[config.mk]
export PLATFORM = sky130hd
export DESIGN_NAME = ch_avg_flat
export DESIGN_NICKNAME = d
export VERILOG_FILES = /design/src/rtl/ch_avg_if.sv /design/src/rtl/ch_avg.sv /design/src/flat_wrapper.sv
export SDC_FILE = /design/constraint.sdc
export NUM_CORES = 1
export LEC_CHECK = 0
export CAP_MARGIN = 10
export CELL_PAD_IN_SITES_DETAIL_PLACEMENT = 0
export CELL_PAD_IN_SITES_GLOBAL_PLACEMENT = 1
export CORE_MARGIN = 2
export CORE_UTILIZATION = 46
export CTS_CLUSTER_SIZE = 24
export DETAILED_ROUTE_END_ITERATION = 7
export PLACE_DENSITY_LB_ADDON = 0.12
export SYNTH_ARGS = -nofsm -noshare
export SYNTH_HDL_FRONTEND = slang
export SYNTH_SLANG_ARGS = --single-unit
[constraint.sdc]
create_clock -name clk -period 5.8 [get_ports clk]
set_input_delay 0.87 -clock clk [delete_from_list [all_inputs] [get_ports clk]]
set_output_delay 0.87 -clock clk [all_outputs]
set_load 0.1 [all_outputs]
[src/rtl/ch_avg_if.sv]
// Bus between the post-FFT controller, the per-symbol estimate buffer,
// the equalizer buffer and the channel-estimate averaging engine.
interface ch_avg_if #(
  parameter int DATA_W = 16,
  parameter int IDX_W  = 6
);
  logic                     ch_avg_start;
  logic                     avg_done;
  logic                     busy;
  logic                     est_rd_en;
  logic [1:0]               est_rd_sym;
  logic [IDX_W-1:0]         est_rd_idx;
  logic signed [DATA_W-1:0] est_re;
  logic signed [DATA_W-1:0] est_im;
  logic                     avg_wr_en;
  logic [IDX_W-1:0]         avg_wr_idx;
  logic signed [DATA_W-1:0] avg_re;
  logic signed [DATA_W-1:0] avg_im;

  modport master (
    output ch_avg_start, est_re, est_im,
    input  avg_done, busy, est_rd_en, est_rd_sym, est_rd_idx,
           avg_wr_en, avg_wr_idx, avg_re, avg_im
  );

  modport slave (
    input  ch_avg_start, est_re, est_im,
    output avg_done, busy, est_rd_en, est_rd_sym, est_rd_idx,
           avg_wr_en, avg_wr_idx, avg_re, avg_im
  );
endinterface

[src/rtl/ch_avg.sv]
// Averages the four per-symbol DMRS channel estimates of every RE with
// half-up rounding and writes one averaged estimate per RE.
module ch_avg #(
  parameter int DATA_W = 16,
  parameter int NUM_RE = 60,
  parameter int IDX_W  = 6
) (
  input logic    clk,
  input logic    rst,
  ch_avg_if.slave bus
);
  localparam int ACC_W = DATA_W + 2;
  localparam logic [IDX_W-1:0]        LAST_IDX = IDX_W'(NUM_RE - 1);
  localparam logic signed [ACC_W-1:0] RND_HALF = ACC_W'(2);

  typedef enum logic [1:0] {IDLE = 2'd0, READ = 2'd1, DRAIN = 2'd2} state_t;

  state_t                   state_r, state_s;
  logic                     start_prev_r, start_arm_r, start_edge_s;
  logic                     rd_en_r, rd_en_s;
  logic [1:0]               rd_sym_r, rd_sym_s;
  logic [IDX_W-1:0]         rd_idx_r, rd_idx_s;
  logic                     busy_r, busy_s;
  logic                     done_r, done_s;
  logic                     d_en_r;
  logic [1:0]               d_sym_r;
  logic [IDX_W-1:0]         d_idx_r;
  logic signed [ACC_W-1:0]  acc_re_r, acc_im_r;
  logic                     wr_en_r;
  logic [IDX_W-1:0]         wr_idx_r;
  logic signed [DATA_W-1:0] avg_re_r, avg_im_r;

  function automatic logic signed [ACC_W-1:0] sext(input logic signed [DATA_W-1:0] x);
    return ACC_W'(x);
  endfunction

  function automatic logic signed [DATA_W-1:0] round_avg4(input logic signed [ACC_W-1:0] sum);
    logic signed [ACC_W-1:0] r;
    r = (sum + RND_HALF) >>> 2;
    return r[DATA_W-1:0];
  endfunction

  // A level already high when reset releases must fall once before it can start a run.
  assign start_edge_s = bus.ch_avg_start & ~start_prev_r & start_arm_r;

  // Start edge detector, runs in every state.
  always_ff @(posedge clk or negedge rst) begin
    if (!rst) begin
      start_prev_r <= 1'b0;
      start_arm_r  <= 1'b0;
    end else begin
      start_prev_r <= bus.ch_avg_start;
      start_arm_r  <= start_arm_r | ~bus.ch_avg_start;
    end
  end

  // Control state and registered read-side outputs.
  always_ff @(posedge clk or negedge rst) begin
    if (!rst) begin
      state_r  <= IDLE;
      rd_en_r  <= 1'b0;
      rd_sym_r <= 2'd0;
      rd_idx_r <= '0;
      busy_r   <= 1'b0;
      done_r   <= 1'b0;
    end else begin
      state_r  <= state_s;
      rd_en_r  <= rd_en_s;
      rd_sym_r <= rd_sym_s;
      rd_idx_r <= rd_idx_s;
      busy_r   <= busy_s;
      done_r   <= done_s;
    end
  end

  // Next-state and next-output decode.
  always_comb begin
    state_s  = state_r;
    rd_en_s  = rd_en_r;
    rd_sym_s = rd_sym_r;
    rd_idx_s = rd_idx_r;
    busy_s   = busy_r;
    done_s   = 1'b0;
    case (state_r)
      IDLE: begin
        if (start_edge_s) begin
          state_s  = READ;
          rd_en_s  = 1'b1;
          rd_sym_s = 2'd0;
          rd_idx_s = '0;
          busy_s   = 1'b1;
        end else begin
          busy_s   = 1'b0;
        end
      end
      READ: begin
        if ((rd_sym_r == 2'd3) && (rd_idx_r == LAST_IDX)) begin
          state_s = DRAIN;
          rd_en_s = 1'b0;
        end else begin
          rd_sym_s = rd_sym_r + 2'd1;
          if (rd_sym_r == 2'd3) begin
            rd_idx_s = rd_idx_r + IDX_W'(1);
          end else begin
            rd_idx_s = rd_idx_r;
          end
        end
      end
      DRAIN: begin
        // busy stays up through the done cycle and drops from IDLE afterwards.
        if (wr_en_r && (wr_idx_r == LAST_IDX)) begin
          state_s = IDLE;
          done_s  = 1'b1;
        end else begin
          state_s = DRAIN;
        end
      end
      default: begin
        state_s = IDLE;
        rd_en_s = 1'b0;
        busy_s  = 1'b0;
      end
    endcase
  end

  // Return path: accumulate the four symbols of an RE, round and write on the last.
  always_ff @(posedge clk or negedge rst) begin
    if (!rst) begin
      d_en_r   <= 1'b0;
      d_sym_r  <= 2'd0;
      d_idx_r  <= '0;
      acc_re_r <= '0;
      acc_im_r <= '0;
      wr_en_r  <= 1'b0;
      wr_idx_r <= '0;
      avg_re_r <= '0;
      avg_im_r <= '0;
    end else begin
      d_en_r  <= rd_en_r;
      d_sym_r <= rd_sym_r;
      d_idx_r <= rd_idx_r;
      wr_en_r <= 1'b0;
      if (d_en_r) begin
        case (d_sym_r)
          2'd0: begin
            acc_re_r <= sext(bus.est_re);
            acc_im_r <= sext(bus.est_im);
          end
          2'd1, 2'd2: begin
            acc_re_r <= acc_re_r + sext(bus.est_re);
            acc_im_r <= acc_im_r + sext(bus.est_im);
          end
          2'd3: begin
            avg_re_r <= round_avg4(acc_re_r + sext(bus.est_re));
            avg_im_r <= round_avg4(acc_im_r + sext(bus.est_im));
            wr_en_r  <= 1'b1;
            wr_idx_r <= d_idx_r;
          end
          default: begin
            acc_re_r <= acc_re_r;
            acc_im_r <= acc_im_r;
          end
        endcase
      end else begin
        acc_re_r <= acc_re_r;
        acc_im_r <= acc_im_r;
      end
    end
  end

  assign bus.avg_done   = done_r;
  assign bus.busy       = busy_r;
  assign bus.est_rd_en  = rd_en_r;
  assign bus.est_rd_sym = rd_sym_r;
  assign bus.est_rd_idx = rd_idx_r;
  assign bus.avg_wr_en  = wr_en_r;
  assign bus.avg_wr_idx = wr_idx_r;
  assign bus.avg_re     = avg_re_r;
  assign bus.avg_im     = avg_im_r;
endmodule

[src/flat_wrapper.sv]
// flat-port wrapper written by rule: the top's interface ports become plain ports
module ch_avg_flat 
#(
  parameter int DATA_W = 16,
  parameter int NUM_RE = 60,
  parameter int IDX_W  = 6
)
  (clk, rst, bus_ch_avg_start, bus_est_re, bus_est_im, bus_avg_done, bus_busy, bus_est_rd_en, bus_est_rd_sym, bus_est_rd_idx, bus_avg_wr_en, bus_avg_wr_idx, bus_avg_re, bus_avg_im);
  ch_avg_if #(.DATA_W(DATA_W), .IDX_W(IDX_W)) bus_i ();
  input logic clk;
  input logic rst;
  input wire logic [$bits(bus_i.ch_avg_start)-1:0] bus_ch_avg_start;
  input wire logic [$bits(bus_i.est_re)-1:0] bus_est_re;
  input wire logic [$bits(bus_i.est_im)-1:0] bus_est_im;
  output wire logic [$bits(bus_i.avg_done)-1:0] bus_avg_done;
  output wire logic [$bits(bus_i.busy)-1:0] bus_busy;
  output wire logic [$bits(bus_i.est_rd_en)-1:0] bus_est_rd_en;
  output wire logic [$bits(bus_i.est_rd_sym)-1:0] bus_est_rd_sym;
  output wire logic [$bits(bus_i.est_rd_idx)-1:0] bus_est_rd_idx;
  output wire logic [$bits(bus_i.avg_wr_en)-1:0] bus_avg_wr_en;
  output wire logic [$bits(bus_i.avg_wr_idx)-1:0] bus_avg_wr_idx;
  output wire logic [$bits(bus_i.avg_re)-1:0] bus_avg_re;
  output wire logic [$bits(bus_i.avg_im)-1:0] bus_avg_im;
  assign bus_i.ch_avg_start = bus_ch_avg_start;
  assign bus_i.est_re = bus_est_re;
  assign bus_i.est_im = bus_est_im;
  assign bus_avg_done = bus_i.avg_done;
  assign bus_busy = bus_i.busy;
  assign bus_est_rd_en = bus_i.est_rd_en;
  assign bus_est_rd_sym = bus_i.est_rd_sym;
  assign bus_est_rd_idx = bus_i.est_rd_idx;
  assign bus_avg_wr_en = bus_i.avg_wr_en;
  assign bus_avg_wr_idx = bus_i.avg_wr_idx;
  assign bus_avg_re = bus_i.avg_re;
  assign bus_avg_im = bus_i.avg_im;
  ch_avg #(.DATA_W(DATA_W), .NUM_RE(NUM_RE), .IDX_W(IDX_W)) u_core (.clk(clk), .rst(rst), .bus(bus_i));
endmodule
### After elaboration in Yosys (flattened, before gate mapping)

Index checks and enable logic that the tools add are counted.

* multiplexer cells: 22
* reduce and logical (&&, ||, !) cells: 14
* add/sub/neg operators: 6
* equality and inequality tests: 12
* bitwise logic cells: 6

Operators with widths (count)
* case mux 18 bit (2 select lines): 2
* adder 18 x 16 -> 18 bit: 2
* adder 18 x 3 -> 18 bit, second input constant: 2
* two-way mux 6 bit: 3
* equality test 6 bit, second input constant: 2
* case mux 6 bit (2 select lines): 1
* two-way mux 2 bit: 5
* equality test 2 bit, second input constant: 4
* two-way mux 1 bit: 7
* adder 6 x 1 -> 6 bit, second input constant: 1
* != test 2 x 1 -> 1 bit, second input constant: 3
* case mux 2 bit (3 select lines): 1
* AND reduction 2 bit: 3
* AND reduction 3 bit: 2
* equality test 2 x 1 -> 1 bit, second input constant: 2
* zero test 2 bit: 2
* case mux 2 bit (2 select lines): 1
* AND reduction 4 bit: 1
* nonzero test 2 bit: 2
* OR reduction 2 bit: 2
* inverter 1 bit: 3
* case mux 1 bit (3 select lines): 1
* adder 2 x 1 -> 2 bit, second input constant: 1
* bitwise AND 1 bit: 2
* other kinds (4): 5

* bits in registers: 99
* input bits: 35

### Logic depth before layout (Yosys ltp)

* word-level depth: 5
* mapped depth: 12
* depth with buffers taken out: 11

### Worst setup path after synthesis

OpenSTA, ideal clock, no wires.

* path type: input to register
* start: input bus_est_im[0]
* end: register u_core.avg_im_r[14], in the netlist u_core.bus.avg_im[14]
* stages: 10
* arrival: 3796 ps
* path slack: 1923 ps
* required time: 5718 ps
* setup time: 82 ps
* path buffers: 0
* path through: ha_1 > fa_1 > a211oi_1 > o211ai_2 > a2111oi_1 > nor3_2 > xnor2_1 > or4_1 > or4_1 > a31oi_1

* cells in the longest elaborated chain, start to end: 2

Ends and longest elaborated chain
* start, declared: RTL line flat_wrapper.sv:14 `input wire logic [$bits(bus_i.est_im)-1:0] bus_est_im;`
* adder 18 x 16 -> 18 bit: RTL line ch_avg.sv:155 `avg_im_r <= round_avg4(acc_im_r + sext(bus.est_im));`
* adder 18 x 3 -> 18 bit: RTL line ch_avg.sv:39 `r = (sum + RND_HALF) >>> 2;`
* end signal, assigned: RTL line ch_avg.sv:155
* end, declared: RTL line ch_avg.sv:31 `logic signed [DATA_W-1:0] avg_re_r, avg_im_r;`

No other way between the ends.
A chain may end at the register's enable or synchronous reset.

### Worst setup path in the final report

Same ends and word-level chain as after synthesis.

==> impl_metrics.json <==
{
  "cts_buffer_depth": 2,
  "rr_worst_depth": 10,
  "timing.final.crit_period_ns": 4.292,
  "diodes": 0,
  "syn_avg_cell_area_um2": 8.723,
  "yosys-mux-area-fraction_pct": 4.492,
  "rows": 44,
  "cp_common_cell": "or4_1",
  "drt_pass1_iterations": 5,
  "r2r-start": "u_core.acc_im_r[0]$_DFFE_PN0P_",
  "worstPathCellList": "clkdlybuf4s50_1, ha_1, fa_1, a211oi_1, o211ai_2, a2111oi_1, nor3_2, xnor2_1, or4_1, or4_1, a31oi_1",
  "setup_viol": 0,
  "clkPwrFrac_pct": 39.8,
  "path_class": "input pin to register",
  "syn_inst": 776,
  "synthesis.area_um2": 6769,
  "ys_ff_latch": 99,
  "combPwrFrac_pct": 17.9,
  "power.density_nw_per_um2": 202.6,
  "die_h_um": 125.3,
  "yosysUniqueCellTypes": 68,
  "worstMarginPinSlew_ns": 0.9890,
  "clk_pin_slew_worst_paths_ns": 0.07,
  "relSlewSlack_pct": 33.86,
  "p_leak_nw": 3.625,
  "async_flop_share_pct": 100.0,
  "r2r_slack_ns": 2.11,
  "internal_power_mw": 1.188,
  "use_met3_pct": 3.466,
  "final_util_pct": 55.69,
  "synth_compound_area_share_pct": 20.39,
  "vdd_drop_max_v": 0.0001574,
  "cts-resized-gates": 0,
  "synth_xor_area_share_pct": 6.858,
  "drv_cap": 0,
  "io_buffers": 84,
  "critPathTopFamily": "compound AO/OA/AOI/OAI gates",
  "seq_power_share_pct": 42.4,
  "crit_path_end": "u_core.bus.avg_im[14]$_DFFE_PN0P_",
  "critical-path-max-stage-delay_ns": 0.59,
  "post_cts_buffers": 0,
  "dr_total_vias": 5945,
  "synth-seq-area-share_pct": 36.60,
  "met1_usage_pct": 30.44,
  "drc": 0,
  "antenna_found_initial": 0,
  "start_util_pct": 46.75,
  "slowest_stage": "or4_1",
  "synthToLayoutAreaGrowth_pct": 19.13,
  "cts_tree": "done",
  "holdBufCountCts": 0,
  "critPathBufInv": 1,
  "yosys_warnings": 0,
  "die_x_um": 125.3,
  "fin_nets": 922,
  "synth_edf_count": 0,
  "hp-start": "u_core.d_idx_r[3]$_DFF_PN0_",
  "core_area_um2": 14480,
  "syn_nets": 856,
  "drtAntennaViolNets": 0,
  "critical_path_required_ns": 6.07,
  "grt_max_degree": 56,
  "fin_setup_tns_ns": 0,
  "synthAdderAreaFrac_pct": 8.540,
  "cts-root-buf": "clkbuf_16",
  "grt.met2_usage_pct": 34.78,
  "start_kind": "input pin",
  "grt_usage_pct": 21.78,
  "period_share_pct": 74.00,
  "critPathCaptureType": "register",
  "finClkSkew_ns": 0.008312,
  "switchingPower_mw": 0.4463,
  "cts_htree_levels": 3,
  "io_pins": 85,
  "drt_iter0_drc": 422,
  "die_area_um2": 15700,
  "hold_violations": 0,
  "synth-simple-area-share_pct": 19.80,
  "grt_pass1_wl_mm": 28.38,
  "max_freq_mhz": 233.0,
  "final_layout_size_suffix_gt1_share_pct": 4.610,
  "startpoint": "bus_est_im[0]",
  "dp_hpwl_mm": 12.28,
  "finalMaxSlewViolations": 0,
  "rr_endpoint": "u_core.bus.avg_im[14]$_DFFE_PN0P_",
  "min_path_type": "register to register",
  "gp_congestion": 0.9256,
  "rsz0062_at_grt": "false",
  "synth_top_family_by_area": "compound AO/OA/AOI/OAI gates",
  "overflow": 0,
  "wirelength_mm": 16.53,
  "cts.sinks": 99,
  "critical_path_depth": 11,
  "switching_share_pct": 27.32,
  "numCtsBuffers": 9,
  "post_drt_wl_per_cell_um": 16.05,
  "ys.flop_type": "dfrtp_1",
  "clk_latency_ns": 0.35,
  "vias_per_cell": 5.772,
  "cp_max_fo": 7,
  "busiest_layer": "met2",
  "worstPathArrival_ns": 4.56,
  "grt_pass1_vias": 5808,
  "status": "completed"
}
registers in the layout (all words and copies together), names as in the netlist, 2 cells and up:
signal                 cells
u_core.bus.avg_wr_idx      6
u_core.d_idx_r             6
u_core.d_sym_r             2
u_core.acc_im_r           18
u_core.bus.avg_im         16
u_core.bus.est_rd_sym      2
u_core.bus.avg_re         16
u_core.state_r             2
u_core.bus.est_rd_idx      6
u_core.acc_re_r           18
synthesized netlist by cell type, drive strengths merged, types with 3 or more instances:
| cell | count | share of area [%] |
|---|---|---|
| clkbuf | 23 | 1.3 |
| nor4 | 6 | 0.74 |
| o211ai | 9 | 1.1 |
| a2111oi | 3 | 0.50 |
| dfrtp | 99 | 37 |
| o211a | 5 | 0.74 |
| mux2i | 27 | 4.0 |
| mux2 | 3 | 0.50 |
| nor2b | 6 | 0.55 |
| o31a | 3 | 0.39 |
| or2 | 3 | 0.28 |
| nor2 | 52 | 2.9 |
| nand2b | 10 | 0.92 |
| ha | 43 | 7.9 |
| o2111a | 3 | 0.50 |
| or3 | 9 | 0.83 |
| a21oi | 40 | 3.0 |
| and2 | 5 | 0.46 |
| o311ai | 5 | 0.65 |
| nor3 | 16 | 1.3 |
| buf | 11 | 0.72 |
| inv | 24 | 1.3 |
| o21a | 14 | 1.6 |
| and4 | 5 | 0.65 |
| o21ai | 78 | 5.8 |
| a31oi | 9 | 0.83 |
| o31ai | 5 | 0.55 |
| nand4 | 13 | 1.2 |
| and3 | 5 | 0.46 |
| xor2 | 23 | 3.0 |
| xnor2 | 30 | 3.9 |
| a211oi | 6 | 0.81 |
| o2111ai | 5 | 0.65 |
| a21o | 10 | 1.1 |
| nand3 | 17 | 1.3 |
| nand2 | 120 | 6.7 |
stage by stage:
| step | setup WS, ns | hold WS (ns) | power [mW] | area, um2 | instances |
|---|---|---|---|---|---|
| after floorplan | 1.923 | 0.4143 | 0.9042 | 6769 | 776 |
| after global placement | 1.187 | 0.4170 | 0.9934 | 7747 | 1015 |
| after detailed placement | 1.192 | 0.4334 | 0.9966 | 7747 | 1015 |
| after CTS | 1.519 | 0.4489 | 1.655 | 8064 | 1030 |
| after global routing | 1.306 | 0.4618 | 1.719 | 8064 | 1030 |
| final | 1.508 | 0.4434 | 1.634 | 8064 | 1030 |
area by class of cell:
class | count | area (um2)
repair buffers | 89 | 875.8
clock buffers | 9 | 225.2
multi-input cells | 619 | 4074
fillers | 1366 | 6415
well taps | 184 | 230.2
clock inverters | 6 | 91.34
inverters | 24 | 90.09
flip-flops and latches | 99 | 2477
worst register-to-register path, cell delays in order, from the launching register on:
cell,delay (ns)
dfrtp_1,0.38
ha_1,0.21
fa_1,0.44
a211oi_1,0.42
o211ai_2,0.18
a2111oi_1,0.50
nor3_2,0.09
xnor2_1,0.24
or4_1,0.59
or4_1,0.40
a31oi_1,0.17
metal layers:
layer,wire length (um),part of all wire (%)
met5,0,0
met4,278,1.7
met3,741,4.5
met2,7585,46
met1,7923,48
cells in the final DEF (no fill, tap or decap), types with 5 or more instances in the layout:
master / n
inv_1: 24
and4_1: 5
o21ai_0: 74
xnor2_1: 30
ha_1: 42
o211ai_1: 8
o21a_1: 14
or3_1: 9
nand3_1: 17
clkbuf_16: 9
a21o_1: 10
clkdlybuf4s50_1: 83
nand2b_1: 9
nor3_1: 15
o2111ai_1: 5
nand2_1: 119
nand4_1: 13
xor2_1: 23
o31ai_1: 5
nor2b_1: 6
dfrtp_1: 99
and2_1: 5
mux2i_1: 27
nor2_1: 52
o211a_1: 5
a21oi_1: 40
a31oi_1: 9
buf_4: 6
and3_1: 5
power by group through the flow:
stage                     registers, mW  logic (mW)  clock network (mW)
final                             0.692       0.292               0.650
after CTS                         0.692       0.293               0.670
after detailed placement          0.705       0.291                   0
after global routing              0.692       0.328               0.699
after floorplan                   0.709       0.195                   0
after global placement            0.705       0.288                   0
worst min-delay path by stage:
stage / depth (start not counted) / to / slack [ns]
finish: 2 / u_core.bus.avg_wr_idx[3]$_DFFE_PN0P_ / 0.44
global placement: 0 / u_core.d_en_r$_DFF_PN0_ / 0.42
global route: 0 / u_core.d_en_r$_DFF_PN0_ / 0.46
floorplan: 2 / u_core.bus.avg_wr_idx[0]$_DFFE_PN0P_ / 0.41
detailed placement: 2 / u_core.bus.avg_wr_idx[3]$_DFFE_PN0P_ / 0.43
CTS: 2 / u_core.bus.avg_wr_idx[3]$_DFFE_PN0P_ / 0.45
cell families (layout without fill, tap and decap cells):
family,count (synthesis),after routing
simple gates,279,279
buf+inv,58,128
mux,30,30
compound gates,212,212
xor+xnor,53,53
fa+ha+maj,45,45
flops,99,99
No activity file was read; power rests on OpenSTA's default activity.
